[src/rtl/tinker_mem_pkg.sv]
`default_nettype none
// ============================================================================
// Module      : tinker_mem_pkg
// Description : Shared types and default widths for the Tinker memory
//               arbiter. It holds the arbiter state encoding, the requester
//               encoding and the default width/latency constants.
// Ports       : none (package)
// Options     : TINKER_ARB_STARVE_GUARD_EN (used by the arbiter, not here)
// Revision    : 1.0 - initial release
// ============================================================================
package tinker_mem_pkg;

  localparam int DEF_ADDR_W          = 32;
  localparam int DEF_DATA_W          = 64;
  localparam int DEF_INSTR_W         = 32;
  localparam int DEF_MEM_LAT         = 1;
  localparam int DEF_MAX_DATA_STREAK = 4;

  // Arbiter sequencing states
  typedef enum logic [1:0] {
    IDLE   = 2'd0,
    ACCESS = 2'd1,
    WAIT   = 2'd2,
    RESP   = 2'd3
  } arb_state_t;

  // Which requester owns (or wins) the memory
  typedef enum logic [1:0] {
    REQ_NONE = 2'd0,
    REQ_IF   = 2'd1,
    REQ_DM   = 2'd2
  } req_sel_t;

endpackage : tinker_mem_pkg
`default_nettype wire

[src/rtl/tinker_arb_pick.sv]
`default_nettype none
// ============================================================================
// Module      : tinker_arb_pick
// Description : Combinational winner select between the fetch and data
//               requesters. Data normally wins so the older instruction
//               drains first.
// Ports       : if_req      in  fetch request
//               dm_req      in  data request
//               streak_sat  in  data streak has reached its limit
//               winner      out selected requester (REQ_NONE if no request)
// Options     : TINKER_ARB_STARVE_GUARD_EN - when defined, a saturated data
//               streak hands the next grant to a waiting fetch.
// Revision    : 1.0 - initial release
// ============================================================================
module tinker_arb_pick
  import tinker_mem_pkg::*;
(
  input  logic     if_req,
  input  logic     dm_req,
  input  logic     streak_sat,
  output req_sel_t winner
);

`ifdef TINKER_ARB_STARVE_GUARD_EN
  always_comb begin
    winner = REQ_NONE;
    // Fetch wins when it is alone, or when data has had its fill of grants.
    if (if_req && (streak_sat || !dm_req)) begin
      winner = REQ_IF;
    end else if (dm_req) begin
      winner = REQ_DM;
    end
  end
`else
  always_comb begin
    winner = REQ_NONE;
    if (dm_req) begin
      winner = REQ_DM;
    end else if (if_req) begin
      winner = REQ_IF;
    end
  end

  // Strict priority never looks at the streak flag.
  logic unused_streak_sat;
  assign unused_streak_sat = streak_sat;
`endif

endmodule : tinker_arb_pick
`default_nettype wire

[src/rtl/tinker_mem_arbiter.sv]
`default_nettype none
// ============================================================================
// Module      : tinker_mem_arbiter
// Description : Sequences the single shared Tinker byte memory between the
//               instruction-fetch port (IF) and the data port (MEM stage).
//               One transaction at a time: IDLE -> ACCESS -> WAIT x MEM_LAT
//               -> RESP -> IDLE. Read data / write acks come back as
//               one-cycle valid pulses; per-stage stalls hold the pipeline.
// Ports       : clk, reset (async, active-high)
//               if_req/if_addr -> if_gnt/if_rvalid/if_rdata   fetch port
//               dm_req/dm_we/dm_addr/dm_wdata
//                              -> dm_gnt/dm_rvalid/dm_rdata   data port
//               mem_en/mem_we/mem_addr/mem_wdata, mem_rdata   memory side
//               stall_if, stall_mem                           pipeline holds
// Options     : TINKER_ARB_STARVE_GUARD_EN - adds a data-grant streak
//               counter so a waiting fetch is granted after MAX_DATA_STREAK
//               consecutive data grants.
// Revision    : 1.0 - initial release
// ============================================================================
module tinker_mem_arbiter
  import tinker_mem_pkg::*;
#(
  parameter int ADDR_W          = DEF_ADDR_W,
  parameter int DATA_W          = DEF_DATA_W,
  parameter int INSTR_W         = DEF_INSTR_W,
  parameter int MEM_LAT         = DEF_MEM_LAT,
  parameter int MAX_DATA_STREAK = DEF_MAX_DATA_STREAK
) (
  input  logic               clk,
  input  logic               reset,
  // fetch port
  input  logic               if_req,
  input  logic [ADDR_W-1:0]  if_addr,
  output logic               if_gnt,
  output logic               if_rvalid,
  output logic [INSTR_W-1:0] if_rdata,
  // data port
  input  logic               dm_req,
  input  logic               dm_we,
  input  logic [ADDR_W-1:0]  dm_addr,
  input  logic [DATA_W-1:0]  dm_wdata,
  output logic               dm_gnt,
  output logic               dm_rvalid,
  output logic [DATA_W-1:0]  dm_rdata,
  // memory side
  output logic               mem_en,
  output logic               mem_we,
  output logic [ADDR_W-1:0]  mem_addr,
  output logic [DATA_W-1:0]  mem_wdata,
  input  logic [DATA_W-1:0]  mem_rdata,
  // pipeline holds
  output logic               stall_if,
  output logic               stall_mem
);

  // MEM_LAT is limited to 1..15, so four bits cover the latency counter.
  localparam int CNT_W = 4;

  arb_state_t        state;
  req_sel_t          owner;
  req_sel_t          winner;
  logic [CNT_W-1:0]  lat_cnt;
  logic              lat_we;
  logic              streak_sat;

  tinker_arb_pick u_pick (
    .if_req     (if_req),
    .dm_req     (dm_req),
    .streak_sat (streak_sat),
    .winner     (winner)
  );

`ifdef TINKER_ARB_STARVE_GUARD_EN
  localparam int STREAK_W = $clog2(MAX_DATA_STREAK + 1);

  logic [STREAK_W-1:0] streak;

  // Counts data grants that overtook a waiting fetch; any fetch grant, or a
  // data grant with no fetch waiting, starts the count over.
  always_ff @(posedge clk or posedge reset) begin
    if (reset) begin
      streak <= '0;
    end else if (state == IDLE) begin
      if (winner == REQ_IF) begin
        streak <= '0;
      end else if (winner == REQ_DM) begin
        if (!if_req) begin
          streak <= '0;
        end else if (streak != STREAK_W'(MAX_DATA_STREAK)) begin
          streak <= streak + 1'b1;
        end
      end
    end
  end

  assign streak_sat = (streak >= STREAK_W'(MAX_DATA_STREAK));
`else
  localparam int unused_max_streak = MAX_DATA_STREAK;
  assign streak_sat = 1'b0;
`endif

  // Main sequencer. Grant and strobe outputs are registered, so they are
  // raised on the IDLE->ACCESS transition and dropped on the next edge.
  always_ff @(posedge clk or posedge reset) begin
    if (reset) begin
      state     <= IDLE;
      owner     <= REQ_NONE;
      lat_cnt   <= '0;
      lat_we    <= 1'b0;
      if_gnt    <= 1'b0;
      if_rvalid <= 1'b0;
      if_rdata  <= '0;
      dm_gnt    <= 1'b0;
      dm_rvalid <= 1'b0;
      dm_rdata  <= '0;
      mem_en    <= 1'b0;
      mem_we    <= 1'b0;
      mem_addr  <= '0;
      mem_wdata <= '0;
    end else begin
      if_gnt    <= 1'b0;
      dm_gnt    <= 1'b0;
      if_rvalid <= 1'b0;
      dm_rvalid <= 1'b0;
      mem_en    <= 1'b0;
      mem_we    <= 1'b0;

      case (state)
        IDLE: begin
          if (winner != REQ_NONE) begin
            owner  <= winner;
            state  <= ACCESS;
            mem_en <= 1'b1;
            if (winner == REQ_DM) begin
              mem_addr  <= dm_addr;
              mem_wdata <= dm_wdata;
              lat_we    <= dm_we;
              mem_we    <= dm_we;
              dm_gnt    <= 1'b1;
            end else begin
              mem_addr  <= if_addr;
              lat_we    <= 1'b0;
              if_gnt    <= 1'b1;
            end
          end
        end

        ACCESS: begin
          lat_cnt <= CNT_W'(MEM_LAT);
          state   <= WAIT;
        end

        WAIT: begin
          lat_cnt <= lat_cnt - 1'b1;
          // Last wait cycle: memory data is valid now.
          if (lat_cnt == CNT_W'(1)) begin
            state <= RESP;
            if (owner == REQ_IF) begin
              if_rdata  <= mem_rdata[INSTR_W-1:0];
              if_rvalid <= 1'b1;
            end else begin
              // A store completes without disturbing the last load result.
              if (!lat_we) begin
                dm_rdata <= mem_rdata;
              end
              dm_rvalid <= 1'b1;
            end
          end
        end

        RESP: begin
          owner <= REQ_NONE;
          state <= IDLE;
        end

        default: begin
          state <= IDLE;
        end
      endcase
    end
  end

  assign stall_if  = if_req & ~if_rvalid;
  assign stall_mem = dm_req & ~dm_rvalid;

endmodule : tinker_mem_arbiter
`default_nettype wire
[config.mk]
export PLATFORM = sky130hd
export DESIGN_NAME = tinker_mem_arbiter
export DESIGN_NICKNAME = d
export VERILOG_FILES = /design/src/rtl/tinker_mem_pkg.sv /design/src/rtl/tinker_arb_pick.sv /design/src/rtl/tinker_mem_arbiter.sv
export SDC_FILE = /design/constraint.sdc
export NUM_CORES = 1
export LEC_CHECK = 0
export CORE_AREA = 2 2 154 156
export CTS_BUF_LIST = sky130_fd_sc_hd__clkbuf_4 sky130_fd_sc_hd__clkbuf_8 sky130_fd_sc_hd__clkbuf_16
export DETAILED_ROUTE_END_ITERATION = 6
export DIE_AREA = 0 0 156 158
export GPL_TIMING_DRIVEN = 1
export PLACE_DENSITY = 0.72
export SETUP_SLACK_MARGIN = 0.1
export SYNTH_ARGS = -nofsm -noshare
export SYNTH_HDL_FRONTEND = slang
export SYNTH_SLANG_ARGS = --single-unit
[constraint.sdc]
create_clock -name clk -period 8.5 [get_ports clk]
set_input_delay 1.275 -clock clk [delete_from_list [all_inputs] [get_ports clk]]
set_output_delay 1.275 -clock clk [all_outputs]
set_load 0.02 [all_outputs]
== After elaboration in Yosys (flattened, before gate mapping) ==
Cells that the tools add are included.

* Flip-flop bits (word level): 207
* Bits of input ports: 197
* Output and inout port bits: 200

* $add $sub $neg: 1
* Equality and inequality tests: 8
* Multiplexer cells: 26
* Bitwise operators: 6
* Reduce and logical (&&, ||, !) cells: 10

{| class="wikitable"
|+ Operators with widths
! kind !! count
|-
| $mux 32 || 1
|-
| $mux 1 || 18
|-
| $mux 2 || 4
|-
| $pmux 2 s4 || 1
|-
| $pmux 4 s2 || 1
|-
| $eq 2x2->1 const B || 3
|-
| $reduce_and 2->1 || 3
|-
| $reduce_and 3->1 || 2
|-
| $reduce_bool 2->1 || 3
|-
| $eq 2x1->1 const B || 2
|-
| $eq 4x1->1 const B || 1
|-
| $ne 2x2->1 const B || 2
|-
| $not 1->1 || 4
|-
| $pmux 2 s2 || 1
|-
| $reduce_and 4->1 || 1
|-
| $sub 4x1->4 const B || 1
|-
| $and 1x1->1 || 2
|-
| $logic_not 2->1 || 1
|}

== Logic depth before layout (Yosys ltp) ==
Gate-level depths: netlist (run 1).

* Depth in word-level cells: 6
* Mapped depth: 7
* Gate-level depth less buffers: 5

== Hierarchy ==
Synthesis (run 1) repeated with hierarchy kept, for this count alone.

* Cell total of the unflattened synthesis: 543
* Area total of the unflattened synthesis: 8250.4 um^2

{| class="wikitable"
|+ By module, submodules not included
! module !! instances !! cells each !! area an instance (um^2) !! sequential area each (um^2)
|-
| tinker_mem_arbiter || 1 || 541 || 8229.1 || 5180.0
|-
| tinker_arb_pick || 1 || 2 || 21.3 || 0.0
|}

== Worst setup path before layout (run 1) ==
Ideal clock, no wire load.

* Path type: input to output
* Start point: in dm_req
* End point: out stall_mem
* Arrival: 2.112 ns
* Data required time: 7.225 ns
* Setup slack: 5.113 ns
* Cell stages on the path: 4
* Buffers on the path: 2
* Cells stage by stage: buf_2 -> buf_2 -> inv_1 -> nor2_1

* Longest elaborated chain between the ends: 1

{| class="wikitable"
|+ RTL lines
! element !! line !! RTL
|-
| start, declared || tinker_mem_arbiter.sv:38 || <nowiki>input logic dm_req,</nowiki>
|-
| $and 1x1->1 || tinker_mem_arbiter.sv:184 || <nowiki>assign stall_mem = dm_req & ~dm_rvalid;</nowiki>
|-
| end, declared || tinker_mem_arbiter.sv:53 || <nowiki>output logic stall_mem</nowiki>
|}

No other way between the ends.

== Worst setup path in the final report (run 1) ==
Same ends and word-level chain as after synthesis.

==> impl_metrics.xml, run 1 <==
<?xml version="1.0" encoding="UTF-8"?>
<metrics>
  <group name="floorplan">
    <metric name="start_util" unit="%">35.8</metric>
    <metric name="die_w" unit="um">156</metric>
    <metric name="dieHeight" unit="um">158</metric>
    <metric name="core_area" unit="mm^2">0.0231</metric>
    <metric name="row_count" unit="">56</metric>
    <metric name="die_area" unit="mm^2">0.0246</metric>
    <metric name="boundaryPins" unit="">397</metric>
  </group>
  <group name="min_path">
    <metric name="worstHoldPathCells" unit="">2</metric>
    <metric name="worstHoldPathType" unit="">flip-flop to flip-flop</metric>
    <metric name="end_point_of_the_worst_hold_path" unit="">mem_addr[27]</metric>
    <metric name="timing.hold.worst.start" unit="">mem_addr[27]</metric>
  </group>
  <group name="synth">
    <metric name="synthTopCellsByCount" unit="">207 x sky130_fd_sc_hd__dfrtp_1, 125 x sky130_fd_sc_hd__mux2_2, 37 x sky130_fd_sc_hd__o21ai_0</metric>
    <metric name="ys_seq_area_share" unit="%">62.7</metric>
    <metric name="synth-async-reset-ratio" unit="%">100</metric>
    <metric name="synthDistinctLibCells" unit="">32</metric>
    <metric name="number_of_enable_type_register_cells_in_the_synthesized_netlist" unit="">0</metric>
    <metric name="yosysMostFrequentCell" unit="">sky130_fd_sc_hd__dfrtp_1</metric>
    <metric name="ys_warn_count" unit="">0</metric>
    <metric name="synth_area_leaders" unit="">sky130_fd_sc_hd__dfrtp_1 63%, sky130_fd_sc_hd__mux2_2 17%, sky130_fd_sc_hd__mux2_4 5.3%, sky130_fd_sc_hd__mux2i_1 4.0%, sky130_fd_sc_hd__o21ai_0 2.2%</metric>
    <metric name="synthFlopType" unit="">sky130_fd_sc_hd__dfrtp_1</metric>
    <metric name="largest_area_contributor_in_the_netlist" unit="">sky130_fd_sc_hd__dfrtp_1</metric>
    <metric name="ys_ff_latch" unit="">207</metric>
    <metric name="mappedNetlistArea" unit="mm^2">0.00826</metric>
    <metric name="synth_fp_nets" unit="">743</metric>
    <metric name="synth_top_cell_area_share" unit="%">62.7</metric>
    <metric name="synthesis.instances" unit="">541</metric>
    <metric name="syn-mean-instance-area" unit="um^2">15.3</metric>
  </group>
  <group name="sta">
    <metric name="finalClockSkew" unit="ns">0.00699</metric>
    <metric name="slew_viol_final" unit="">0</metric>
    <metric name="min_period" unit="ns">4.11</metric>
    <metric name="worst_slew_margin_rel" unit="%">34.2</metric>
    <metric name="hold_viol_final" unit="">0</metric>
    <metric name="worst_slack" unit="ns">4.39</metric>
    <metric name="grt_setup_unrepaired" unit="">no</metric>
    <metric name="worstMarginPinSlew" unit="ns">0.986</metric>
    <metric name="clock.fmax" unit="MHz">243</metric>
    <metric name="summed_negative_setup_slack_over_all_endpoints" unit="ns">0</metric>
    <metric name="count_of_endpoints_failing_setup_in_the_final_report" unit="">0</metric>
    <metric name="timing.final.crit_share" unit="%">48.3</metric>
  </group>
  <group name="layout">
    <metric name="area.growth.synth_to_final" unit="%">59.5</metric>
    <metric name="layout_filler_cell_count" unit="">1923</metric>
    <metric name="drive_gt1_share" unit="%">21.5</metric>
    <metric name="finish.net_count" unit="">1143</metric>
    <metric name="antenna_cells" unit="">0</metric>
  </group>
  <group name="critical_path">
    <metric name="arrival" unit="ns">2.83</metric>
    <metric name="r2r_setup_slack" unit="ns">6.15</metric>
    <metric name="timing.critical_path.from_type" unit="">input port</metric>
    <metric name="startpoint" unit="">dm_req</metric>
    <metric name="setup.worst_path.class" unit="">input port to primary output</metric>
    <metric name="worst_setup_path_end_kind" unit="">primary output</metric>
    <metric name="critPathMaxFanout" unit="">37</metric>
    <metric name="r2r-start" unit="">state[0]</metric>
    <metric name="reg2regPathDepth" unit="">6</metric>
    <metric name="crit_required" unit="ns">7.22</metric>
    <metric name="endpoint_of_the_lowest_slack_register_to_register_path" unit="">dm_rdata[0]</metric>
  </group>
  <group name="route">
    <metric name="drt-vias-per-instance" unit="">4.66</metric>
    <metric name="route.detailed.drc" unit="">0</metric>
    <metric name="drt_pre_antenna_iters" unit="">4</metric>
    <metric name="detail-route-antenna-nets" unit="">0</metric>
    <metric name="drt-initial-drc-count" unit="">191</metric>
    <metric name="routed_length_per_placed_instance" unit="um">17.8</metric>
    <metric name="route.vias.total" unit="">5792</metric>
    <metric name="routed_wirelength" unit="mm">22.1</metric>
  </group>
  <group name="placed_design">
    <metric name="place.port_buffers" unit="">396</metric>
    <metric name="setup_slack_placement" unit="ns">4.40</metric>
    <metric name="hpwl" unit="mm">16.0</metric>
    <metric name="gp_congestion" unit="">0.793</metric>
  </group>
  <group name="clock_network">
    <metric name="cts_made_buffers" unit="">24</metric>
    <metric name="clock_path_buffers" unit="">3</metric>
    <metric name="htreeDepth" unit="">1</metric>
    <metric name="postCtsSetupRepairBufs" unit="">0</metric>
    <metric name="ctsResizeCount" unit="">0</metric>
    <metric name="cts.sink_count" unit="">207</metric>
    <metric name="cts.hold.buffers_added" unit="">0</metric>
    <metric name="clock_tree_from_tritoncts" unit="">done</metric>
    <metric name="clk-insertion-delay-late" unit="ns">0.50</metric>
    <metric name="clk_pin_slew_worst_paths" unit="ns">0.06</metric>
    <metric name="root_buffer_cell" unit="">sky130_fd_sc_hd__clkbuf_16</metric>
  </group>
  <group name="grt">
    <metric name="grt_pass1_vias" unit="">5918</metric>
    <metric name="grt_first_pass_wirelength" unit="mm">33.1</metric>
    <metric name="grt_max_degree" unit="">140</metric>
    <metric name="globalRouteTotalUtil" unit="%">17.0</metric>
    <metric name="grt_remaining_overflow" unit="">0</metric>
    <metric name="antenna_found_initial" unit="">0</metric>
  </group>
  <group name="power">
    <metric name="pwr_density_cell" unit="mW/mm^2">407</metric>
    <metric name="vdd_drop_max" unit="mV">0.185</metric>
    <metric name="total_leakage_power" unit="nW">5.69</metric>
  </group>
  <group name="run_status">
    <metric name="status" unit="">finished clean</metric>
  </group>
  <group name="job">
    <metric name="timing.max_cap.violations" unit="">0</metric>
  </group>
</metrics>
-- report_power, final --
group	switching (W)	total [W]	internal [W]
Clock	0.000380	0.000969	0.000589
Sequential	0.000259	0.00174	0.00148
Combinational	0.00124	0.00265	0.00141
Total	0.00188	0.00536	0.00348
-- critical path, cell delays in order --
cell and delay, ns:
sky130_fd_sc_hd__buf_2 0.08, sky130_fd_sc_hd__buf_4 0.49, sky130_fd_sc_hd__inv_1 0.17, sky130_fd_sc_hd__nor2_1 0.18, sky130_fd_sc_hd__clkdlybuf4s50_1 0.64
-- worst max path at each step --
stage	to	slack [ns]	depth (start not counted)
after CTS	stall_mem	4.39	5
after detailed placement	stall_mem	4.40	5
after global placement	stall_mem	4.43	5
after global routing	stall_mem	4.33	5
final	stall_mem	4.39	5
after floorplan	dm_gnt	1.57	1
-- sequential cells by signal, summed over array words and instances, names as in the netlist, 2 cells and up --
register / cells
owner: 2
if_rdata: 32
dm_rdata: 64
mem_addr: 32
lat_cnt: 4
mem_wdata: 64
state: 2
-- routing by layer --
layer	track usage (%)	up-vias	wire length, um
met4	6.38	0	734
met2	29.6	262	10900
met3	4.68	53	1820
met5	0	-	0
met1	20.3	2789	8650
li1	-	2688	-
-- through the flow --
step           instance area (um^2)  hold WS, ns  std cells  util (%)  total power (W)
2_1_floorplan                  8260        0.480        541         -          0.00317
3_3_place_gp                  12400        0.459       1205      53.9          0.00438
3_5_place_dp                  12400        0.469       1205      53.9          0.00443
4_1_cts                       13200        0.482       1242      57.2          0.00543
5_1_grt                       13200        0.504       1242      57.2          0.00565
6_report                      13200        0.479       1242      57.2          0.00536
-- placed cells by master (no fill, tap or decap), drive strengths merged --
cell type / n
dfrtp: 207
clkbuf: 34
nand2: 34
mux2: 162
nand3b: 1
a32o: 1
nor2b: 2
mux2i: 33
clkdlybuf4s50: 395
nor2: 4
nand4bb: 1
a21o: 1
clkinv: 3
o2bb2ai: 1
buf: 7
and3: 2
o21ai: 37
a21oi: 2
ha: 5
inv: 11
or3b: 1
nor3b: 1
a22o: 1
o22a: 1
nand2b: 1
and2: 1
or3: 1
nor3: 2
-- cell type report --
cell class                 count  area, um^2  area share [%]
multi-input combinational    295        2840            21.5
inverter                      11        48.8           0.370
clock buffer                  34         731            5.54
tap                          290         363            2.75
timing repair buffer         402        4000            30.4
sequential                   207        5180            39.3
clock inverter                 3        15.0           0.114
-- cells by family (layout without fill, tap and decap cells) --
group           after synthesis  after routing  share of synthesized area (%)
simple gates                 51             51                           3.13
compound gates               44             44                           2.89
flops                       207            207                           62.7
mux                         195            195                           27.4
buf+inv                      39            450                           3.15
fa+ha+maj                     5              5                          0.757
Power figures use the tool's default switching activity.
==> run 2, diff against run 1 <==
--- a/config.mk
+++ b/config.mk
@@ -5,12 +5,12 @@
 export SDC_FILE = /design/constraint.sdc
 export NUM_CORES = 1
 export LEC_CHECK = 0
-export CORE_AREA = 2 2 154 156
+export CORE_MARGIN = 2
+export CORE_UTILIZATION = 37
 export CTS_BUF_LIST = sky130_fd_sc_hd__clkbuf_4 sky130_fd_sc_hd__clkbuf_8 sky130_fd_sc_hd__clkbuf_16
 export DETAILED_ROUTE_END_ITERATION = 6
-export DIE_AREA = 0 0 156 158
 export GPL_TIMING_DRIVEN = 1
-export PLACE_DENSITY = 0.72
+export PLACE_DENSITY = 0.77
 export SETUP_SLACK_MARGIN = 0.1
 export SYNTH_ARGS = -nofsm -noshare
 export SYNTH_HDL_FRONTEND = slang
==> constraint.sdc (replaced) <==
create_clock -name clk -period 3.6 [get_ports clk]
set_input_delay 0.54 -clock clk [delete_from_list [all_inputs] [get_ports clk]]
set_output_delay 0.54 -clock clk [all_outputs]
set_load 0.02 [all_outputs]
==> run 2 against run 1 <==
Net effect:
- sequential power is 140% higher
- clock power up 130%
- routed wire length down 1.7%
- die area is 4.5% lower
- largest cell class unchanged
- sequential cell count stayed put
- count of clock-buffer cells in the layout is 1 lower
- combinational power up 140%
==> impl_metrics.xml, run 2 (synthesized netlist as in run 1, its figures left out) <==
<?xml version="1.0" encoding="UTF-8"?>
<metrics>
  <group name="run_status">
    <metric name="status" unit="">finished clean</metric>
  </group>
  <group name="sta">
    <metric name="min_period" unit="ns">2.50</metric>
    <metric name="summed_negative_setup_slack_over_all_endpoints" unit="ns">0</metric>
    <metric name="slew_viol_final" unit="">0</metric>
    <metric name="clock.fmax" unit="MHz">401</metric>
    <metric name="worstMarginPinSlew" unit="ns">1.10</metric>
    <metric name="timing.final.crit_share" unit="%">69.3</metric>
    <metric name="worst_slew_margin_rel" unit="%">26.9</metric>
    <metric name="grt_setup_unrepaired" unit="">no</metric>
    <metric name="count_of_endpoints_failing_setup_in_the_final_report" unit="">0</metric>
    <metric name="finalClockSkew" unit="ns">0.0117</metric>
    <metric name="hold_viol_final" unit="">0</metric>
    <metric name="hold_slack_final" unit="ns">0.356</metric>
  </group>
  <group name="clock_network">
    <metric name="htreeDepth" unit="">1</metric>
    <metric name="postCtsSetupRepairBufs" unit="">0</metric>
    <metric name="clock_path_buffers" unit="">3</metric>
    <metric name="cts_made_buffers" unit="">23</metric>
    <metric name="clock_tree_from_tritoncts" unit="">done</metric>
    <metric name="clk_pin_slew_worst_paths" unit="ns">0.06</metric>
    <metric name="clk-insertion-delay-late" unit="ns">0.49</metric>
    <metric name="root_buffer_cell" unit="">sky130_fd_sc_hd__clkbuf_16</metric>
    <metric name="cts.hold.buffers_added" unit="">0</metric>
    <metric name="ctsResizeCount" unit="">0</metric>
    <metric name="cts.sink_count" unit="">207</metric>
  </group>
  <group name="layout">
    <metric name="area.growth.synth_to_final" unit="%">60.4</metric>
    <metric name="drive_gt1_share" unit="%">22.0</metric>
    <metric name="layout_filler_cell_count" unit="">1735</metric>
    <metric name="multi_input_area" unit="mm^2">0.00284</metric>
    <metric name="finish.net_count" unit="">1146</metric>
    <metric name="layout.cells.most_common" unit="">sky130_fd_sc_hd__clkdlybuf4s50_1</metric>
    <metric name="sequential_cell_area" unit="mm^2">0.00518</metric>
    <metric name="final_cell_mix" unit="">395 x sky130_fd_sc_hd__clkdlybuf4s50_1, 207 x sky130_fd_sc_hd__dfrtp_1, 125 x sky130_fd_sc_hd__mux2_2</metric>
    <metric name="antenna_cells" unit="">0</metric>
    <metric name="layout_top_registers" unit="">dm_rdata (64), mem_wdata (64)</metric>
  </group>
  <group name="floorplan">
    <metric name="core_area" unit="mm^2">0.0219</metric>
    <metric name="die_w" unit="um">153</metric>
    <metric name="boundaryPins" unit="">397</metric>
    <metric name="start_util" unit="%">37.8</metric>
    <metric name="row_count" unit="">54</metric>
    <metric name="die_area" unit="mm^2">0.0235</metric>
    <metric name="dieHeight" unit="um">153</metric>
  </group>
  <group name="route">
    <metric name="routed_wirelength" unit="mm">21.7</metric>
    <metric name="route.detailed.drc" unit="">0</metric>
    <metric name="route.vias.total" unit="">5742</metric>
    <metric name="drt_pre_antenna_iters" unit="">4</metric>
    <metric name="drt-vias-per-instance" unit="">4.64</metric>
    <metric name="drt-initial-drc-count" unit="">230</metric>
    <metric name="routed_length_per_placed_instance" unit="um">17.6</metric>
    <metric name="detail-route-antenna-nets" unit="">0</metric>
  </group>
  <group name="grt">
    <metric name="global_route.usage.met1" unit="%">20.9</metric>
    <metric name="grt_max_degree" unit="">101</metric>
    <metric name="grt_first_pass_wirelength" unit="mm">34.0</metric>
    <metric name="grtUsageMet2" unit="%">32.7</metric>
    <metric name="globalRouteTotalUtil" unit="%">18.0</metric>
    <metric name="met3_usage_grt" unit="%">4.51</metric>
    <metric name="antenna_found_initial" unit="">0</metric>
    <metric name="grt_most_used_layer" unit="">met2</metric>
    <metric name="grt_pass1_vias" unit="">6143</metric>
    <metric name="grt_remaining_overflow" unit="">0</metric>
  </group>
  <group name="critical_path">
    <metric name="crit_required" unit="ns">3.06</metric>
    <metric name="worst_setup_path_end_kind" unit="">primary output</metric>
    <metric name="arrival" unit="ns">1.96</metric>
    <metric name="setup.worst_path.class" unit="">input port to primary output</metric>
    <metric name="timing.critical_path.from_type" unit="">input port</metric>
    <metric name="critPathMaxFanout" unit="">20</metric>
  </group>
  <group name="placed_design">
    <metric name="hpwl" unit="mm">16.2</metric>
    <metric name="place.port_buffers" unit="">396</metric>
    <metric name="gp_congestion" unit="">0.784</metric>
  </group>
  <group name="power">
    <metric name="pwr_density_cell" unit="mW/mm^2">957</metric>
    <metric name="vdd_drop_max" unit="mV">0.535</metric>
    <metric name="total_leakage_power" unit="nW">5.72</metric>
  </group>
  <group name="min_path">
    <metric name="worstHoldPathType" unit="">input port to asynchronous set/reset pin</metric>
  </group>
  <group name="job">
    <metric name="timing.max_cap.violations" unit="">0</metric>
  </group>
</metrics>
[run 2: cell count changes in the layout (fill, tap and decap cells not counted), moves of 2 or more]
cell	delta
sky130_fd_sc_hd__buf_12	+6
sky130_fd_sc_hd__clkbuf_4	+4
sky130_fd_sc_hd__clkbuf_8	-3
sky130_fd_sc_hd__buf_4	-2
sky130_fd_sc_hd__clkbuf_16	-2
sky130_fd_sc_hd__clkinvlp_4	+2
[run 2: final timing paths]
check	cells past startpoint	endpoint	startpoint	slack, ns
max in group asynchronous	3	dm_rdata[29]	reset	2.45
hold / removal	2	mem_wdata[27]	reset	0.36
setup / recovery	4	stall_mem	dm_req	1.10
min in group clk	2	mem_addr[31]	mem_addr[31]	0.48
hold reg to reg	2	mem_addr[31]	mem_addr[31]	0.48
setup reg to reg	5	if_rdata[7]	state[0]	1.14
[run 2: routing by layer]
metal	vias to the layer above	wire length, um
li1	2698	-
met1	2762	8230
met2	237	11300
met3	45	1530
met4	0	636
met5	-	0
[run 2: per-stage QoR]
stage	setup WS (ns)	instance area (um^2)	instances	utilization, %	total power, W
CTS	1.09	13300	1238	60.5	0.0129
floorplan	0.374	8270	541	-	0.00749
detailed placement	1.10	12500	1199	57.2	0.0105
finish	1.10	13300	1238	60.5	0.0127
global route	0.966	13300	1238	60.5	0.0134
global placement	1.10	12500	1199	57.2	0.0104
[run 2: cell type report]
class,count,share of cell area (%)
Sequential cell,207,39.1
Timing Repair Buffer,406,31.0
Multi-Input combinational cell,295,21.4
Clock buffer,33,5.05
Tap cell,280,2.64
Clock inverter,6,0.463
Inverter,11,0.340
[run 2: worst max-delay path, stage by stage]
cell and delay [ns]:
sky130_fd_sc_hd__buf_2 0.47, sky130_fd_sc_hd__inv_1 0.15, sky130_fd_sc_hd__nor2_1 0.16, sky130_fd_sc_hd__clkdlybuf4s50_1 0.62
[run 2: power breakdown]
part           internal, W  switching, W  total (W)
clock              0.00136      0.000892    0.00225
sequential         0.00350      0.000598    0.00410
combinational      0.00338       0.00295    0.00633
total              0.00824       0.00444     0.0127
==> run 3, diff against run 2 <==
--- a/config.mk
+++ b/config.mk
@@ -5,12 +5,12 @@
 export SDC_FILE = /design/constraint.sdc
 export NUM_CORES = 1
 export LEC_CHECK = 0
-export CORE_MARGIN = 2
-export CORE_UTILIZATION = 37
+export CORE_AREA = 2 2 154 156
 export CTS_BUF_LIST = sky130_fd_sc_hd__clkbuf_4 sky130_fd_sc_hd__clkbuf_8 sky130_fd_sc_hd__clkbuf_16
 export DETAILED_ROUTE_END_ITERATION = 6
+export DIE_AREA = 0 0 156 158
 export GPL_TIMING_DRIVEN = 1
-export PLACE_DENSITY = 0.77
+export PLACE_DENSITY = 0.72
 export SETUP_SLACK_MARGIN = 0.1
 export SYNTH_ARGS = -nofsm -noshare
 export SYNTH_HDL_FRONTEND = slang
==> constraint.sdc (replaced) <==
create_clock -name clk -period 2.4 [get_ports clk]
set_input_delay 0.36 -clock clk [delete_from_list [all_inputs] [get_ports clk]]
set_output_delay 0.36 -clock clk [all_outputs]
set_load 0.02 [all_outputs]
==> run 3 against run 2 <==
Net effect:
- routed wire length increased by 0.20%
- combinational power grew 50%
- clock power increased by 54%
- final area is 0.74% higher
- highest routed layer unchanged
- worst setup slack worse by 0.80 ns
- hold slack got worse by 0.12 ns
- core utilization down 2.6 points
- via count grew 0.80%
- count of clock-buffer cells in the layout decreased by 1
- critical path type is now flip-flop to flip-flop
==> impl_metrics.xml, run 3 (synthesized netlist as in run 1, its figures left out) <==
<?xml version="1.0" encoding="UTF-8"?>
<metrics>
  <group name="grt">
    <metric name="grt_pass1_vias" unit="">5980</metric>
    <metric name="grtUsageMet2" unit="%">30.2</metric>
    <metric name="grt_first_pass_wirelength" unit="mm">33.1</metric>
    <metric name="global_route.usage.met1" unit="%">20.1</metric>
    <metric name="globalRouteTotalUtil" unit="%">17.1</metric>
    <metric name="met3_usage_grt" unit="%">4.87</metric>
    <metric name="antenna_found_initial" unit="">0</metric>
    <metric name="grt_max_degree" unit="">84</metric>
    <metric name="grt_most_used_layer" unit="">met2</metric>
    <metric name="grt_remaining_overflow" unit="">0</metric>
  </group>
  <group name="placed_design">
    <metric name="gp_congestion" unit="">0.756</metric>
    <metric name="hpwl" unit="mm">16.2</metric>
    <metric name="dpl.cell_count" unit="">1216</metric>
    <metric name="place.port_buffers" unit="">396</metric>
  </group>
  <group name="clock_network">
    <metric name="clk-insertion-delay-late" unit="ns">0.49</metric>
    <metric name="clock_path_buffers" unit="">3</metric>
    <metric name="clk_pin_slew_worst_paths" unit="ns">0.06</metric>
    <metric name="htreeDepth" unit="">1</metric>
    <metric name="root_buffer_cell" unit="">sky130_fd_sc_hd__clkbuf_16</metric>
    <metric name="postCtsSetupRepairBufs" unit="">0</metric>
    <metric name="cts_made_buffers" unit="">23</metric>
    <metric name="ctsResizeCount" unit="">0</metric>
    <metric name="cts.sink_count" unit="">207</metric>
    <metric name="clock_tree_from_tritoncts" unit="">done</metric>
    <metric name="cts.hold.buffers_added" unit="">0</metric>
  </group>
  <group name="critical_path">
    <metric name="reg2regPathDepth" unit="">6</metric>
    <metric name="critPathMaxStageDelay" unit="ns">0.46</metric>
    <metric name="cpLargestDelayFamily" unit="">simple AND/OR/NAND/NOR gates</metric>
    <metric name="critPathSlowestCell" unit="">sky130_fd_sc_hd__or3_2</metric>
    <metric name="r2r_setup_slack" unit="ns">0.30</metric>
    <metric name="setup.worst_path.end" unit="">if_rdata[22]</metric>
    <metric name="worst_setup_path_end_kind" unit="">flip-flop</metric>
    <metric name="critical_path.cell_chain" unit="">inv_1, ha_1, nand4bb_4, or3_2, buf_12, mux2_4</metric>
    <metric name="arrival" unit="ns">2.47</metric>
    <metric name="critPathMaxFanout" unit="">33</metric>
    <metric name="crit_path_buf_inv_count" unit="">2</metric>
    <metric name="setup.worst_path.class" unit="">flip-flop to flip-flop</metric>
    <metric name="crit_required" unit="ns">2.77</metric>
    <metric name="count_of_cell_instances_traversed_by_the_critical_path" unit="">6</metric>
    <metric name="endpoint_of_the_lowest_slack_register_to_register_path" unit="">if_rdata[22]</metric>
    <metric name="timing.critical_path.from_type" unit="">flip-flop</metric>
    <metric name="startpoint" unit="">state[0]</metric>
    <metric name="r2r-start" unit="">state[0]</metric>
  </group>
  <group name="layout">
    <metric name="antenna_cells" unit="">0</metric>
    <metric name="final-instance-count-excl-fill" unit="">1254</metric>
    <metric name="area.growth.synth_to_final" unit="%">61.5</metric>
    <metric name="layout_filler_cell_count" unit="">1902</metric>
    <metric name="final_core_utilization" unit="%">57.9</metric>
    <metric name="final_cell_mix" unit="">395 x sky130_fd_sc_hd__clkdlybuf4s50_1, 207 x sky130_fd_sc_hd__dfrtp_1, 125 x sky130_fd_sc_hd__mux2_2</metric>
    <metric name="drive_gt1_share" unit="%">22.5</metric>
    <metric name="finish.net_count" unit="">1153</metric>
    <metric name="layout.cells.most_common" unit="">sky130_fd_sc_hd__clkdlybuf4s50_1</metric>
    <metric name="layout_top_registers" unit="">dm_rdata (64), mem_wdata (64)</metric>
  </group>
  <group name="route">
    <metric name="detail-route-antenna-nets" unit="">0</metric>
    <metric name="drt_pre_antenna_iters" unit="">4</metric>
    <metric name="routed_wirelength" unit="mm">21.8</metric>
    <metric name="route.detailed.drc" unit="">0</metric>
    <metric name="route.vias.total" unit="">5788</metric>
    <metric name="drt-vias-per-instance" unit="">4.62</metric>
    <metric name="routed_length_per_placed_instance" unit="um">17.4</metric>
    <metric name="drt-initial-drc-count" unit="">258</metric>
  </group>
  <group name="power">
    <metric name="pwr_density_cell" unit="mW/mm^2">1430</metric>
    <metric name="vdd_drop_max" unit="mV">0.588</metric>
    <metric name="p_comb_share" unit="%">49.7</metric>
    <metric name="internal_power" unit="W">0.0125</metric>
    <metric name="switching_share" unit="%">34.8</metric>
    <metric name="total_power" unit="W">0.0191</metric>
    <metric name="total_net_switching_power" unit="W">0.00665</metric>
    <metric name="share_of_total_power_in_sequential_cells" unit="%">32.3</metric>
    <metric name="total_leakage_power" unit="nW">5.77</metric>
    <metric name="power_share_of_the_clock_group" unit="%">18.1</metric>
  </group>
  <group name="floorplan">
    <metric name="die_w" unit="um">156</metric>
    <metric name="boundaryPins" unit="">397</metric>
    <metric name="die_area" unit="mm^2">0.0246</metric>
    <metric name="row_count" unit="">56</metric>
    <metric name="start_util" unit="%">35.8</metric>
    <metric name="core_area" unit="mm^2">0.0231</metric>
    <metric name="dieHeight" unit="um">158</metric>
  </group>
  <group name="sta">
    <metric name="clock.fmax" unit="MHz">477</metric>
    <metric name="slew_viol_final" unit="">0</metric>
    <metric name="worstMarginPinSlew" unit="ns">0.520</metric>
    <metric name="worst_slew_margin_rel" unit="%">65.3</metric>
    <metric name="timing.final.crit_share" unit="%">87.4</metric>
    <metric name="min_period" unit="ns">2.10</metric>
    <metric name="hold_slack_final" unit="ns">0.236</metric>
    <metric name="count_of_endpoints_failing_setup_in_the_final_report" unit="">0</metric>
    <metric name="summed_negative_setup_slack_over_all_endpoints" unit="ns">0</metric>
    <metric name="grt_setup_unrepaired" unit="">no</metric>
    <metric name="finalClockSkew" unit="ns">0.0101</metric>
    <metric name="hold_viol_final" unit="">0</metric>
  </group>
  <group name="job">
    <metric name="timing.max_cap.violations" unit="">0</metric>
  </group>
  <group name="run_status">
    <metric name="status" unit="">finished clean</metric>
  </group>
  <group name="min_path">
    <metric name="worstHoldPathType" unit="">input port to asynchronous set/reset pin</metric>
  </group>
</metrics>
[run 3: cell count changes in the layout (fill, tap and decap cells not counted)]
cell and change:
sky130_fd_sc_hd__buf_4 +5, sky130_fd_sc_hd__buf_12 +2, sky130_fd_sc_hd__inv_6 -1, sky130_fd_sc_hd__clkbuf_8 -1
sky130_fd_sc_hd__bufinv_16 +1
[run 3: worst min-delay path by stage]
stage	end	slack, ns	depth (start not counted)
CTS	mem_wdata[39]	0.23	2
floorplan	owner[0]	0.48	1
global placement	mem_addr[23]	0.46	2
global route	mem_wdata[39]	0.26	2
detailed placement	mem_addr[2]	0.47	2
finish	mem_wdata[29]	0.24	2
[run 3: per-stage QoR]
step,setup slack (ns),area [um^2]
CTS,0.300,13400
global route,0.217,13400
detailed placement,0.321,12600
global placement,0.358,12600
floorplan,-0.646,8270
finish,0.302,13400
[run 3: area by class of cell]
class	instances	area (um^2)	area share, %
Clock buffer	32	656	4.91
Clock inverter	6	82.6	0.619
Inverter	11	45.0	0.337
Multi-Input combinational cell	295	2840	21.3
Sequential cell	207	5180	38.8
Tap cell	290	363	2.72
Timing Repair Buffer	413	4190	31.4
[run 3: per-layer routing]
metal | part of all wire [%] | vias to the layer above
li1 | - | 2693
met1 | 38 | 2805
met2 | 51 | 249
met3 | 8.2 | 41
met4 | 2.6 | 0
met5 | 0 | -
[run 3: power groups by stage]
| stage | sequential, W | combinational (W) | clock, W |
|---|---|---|---|
| detailed placement | 0.00622 | 0.00961 | 0 |
| global placement | 0.00615 | 0.00948 | 0 |
| CTS | 0.00618 | 0.00964 | 0.00358 |
| global route | 0.00640 | 0.0101 | 0.00373 |
| floorplan | 0.00821 | 0.00302 | 0 |
| finish | 0.00617 | 0.00950 | 0.00346 |
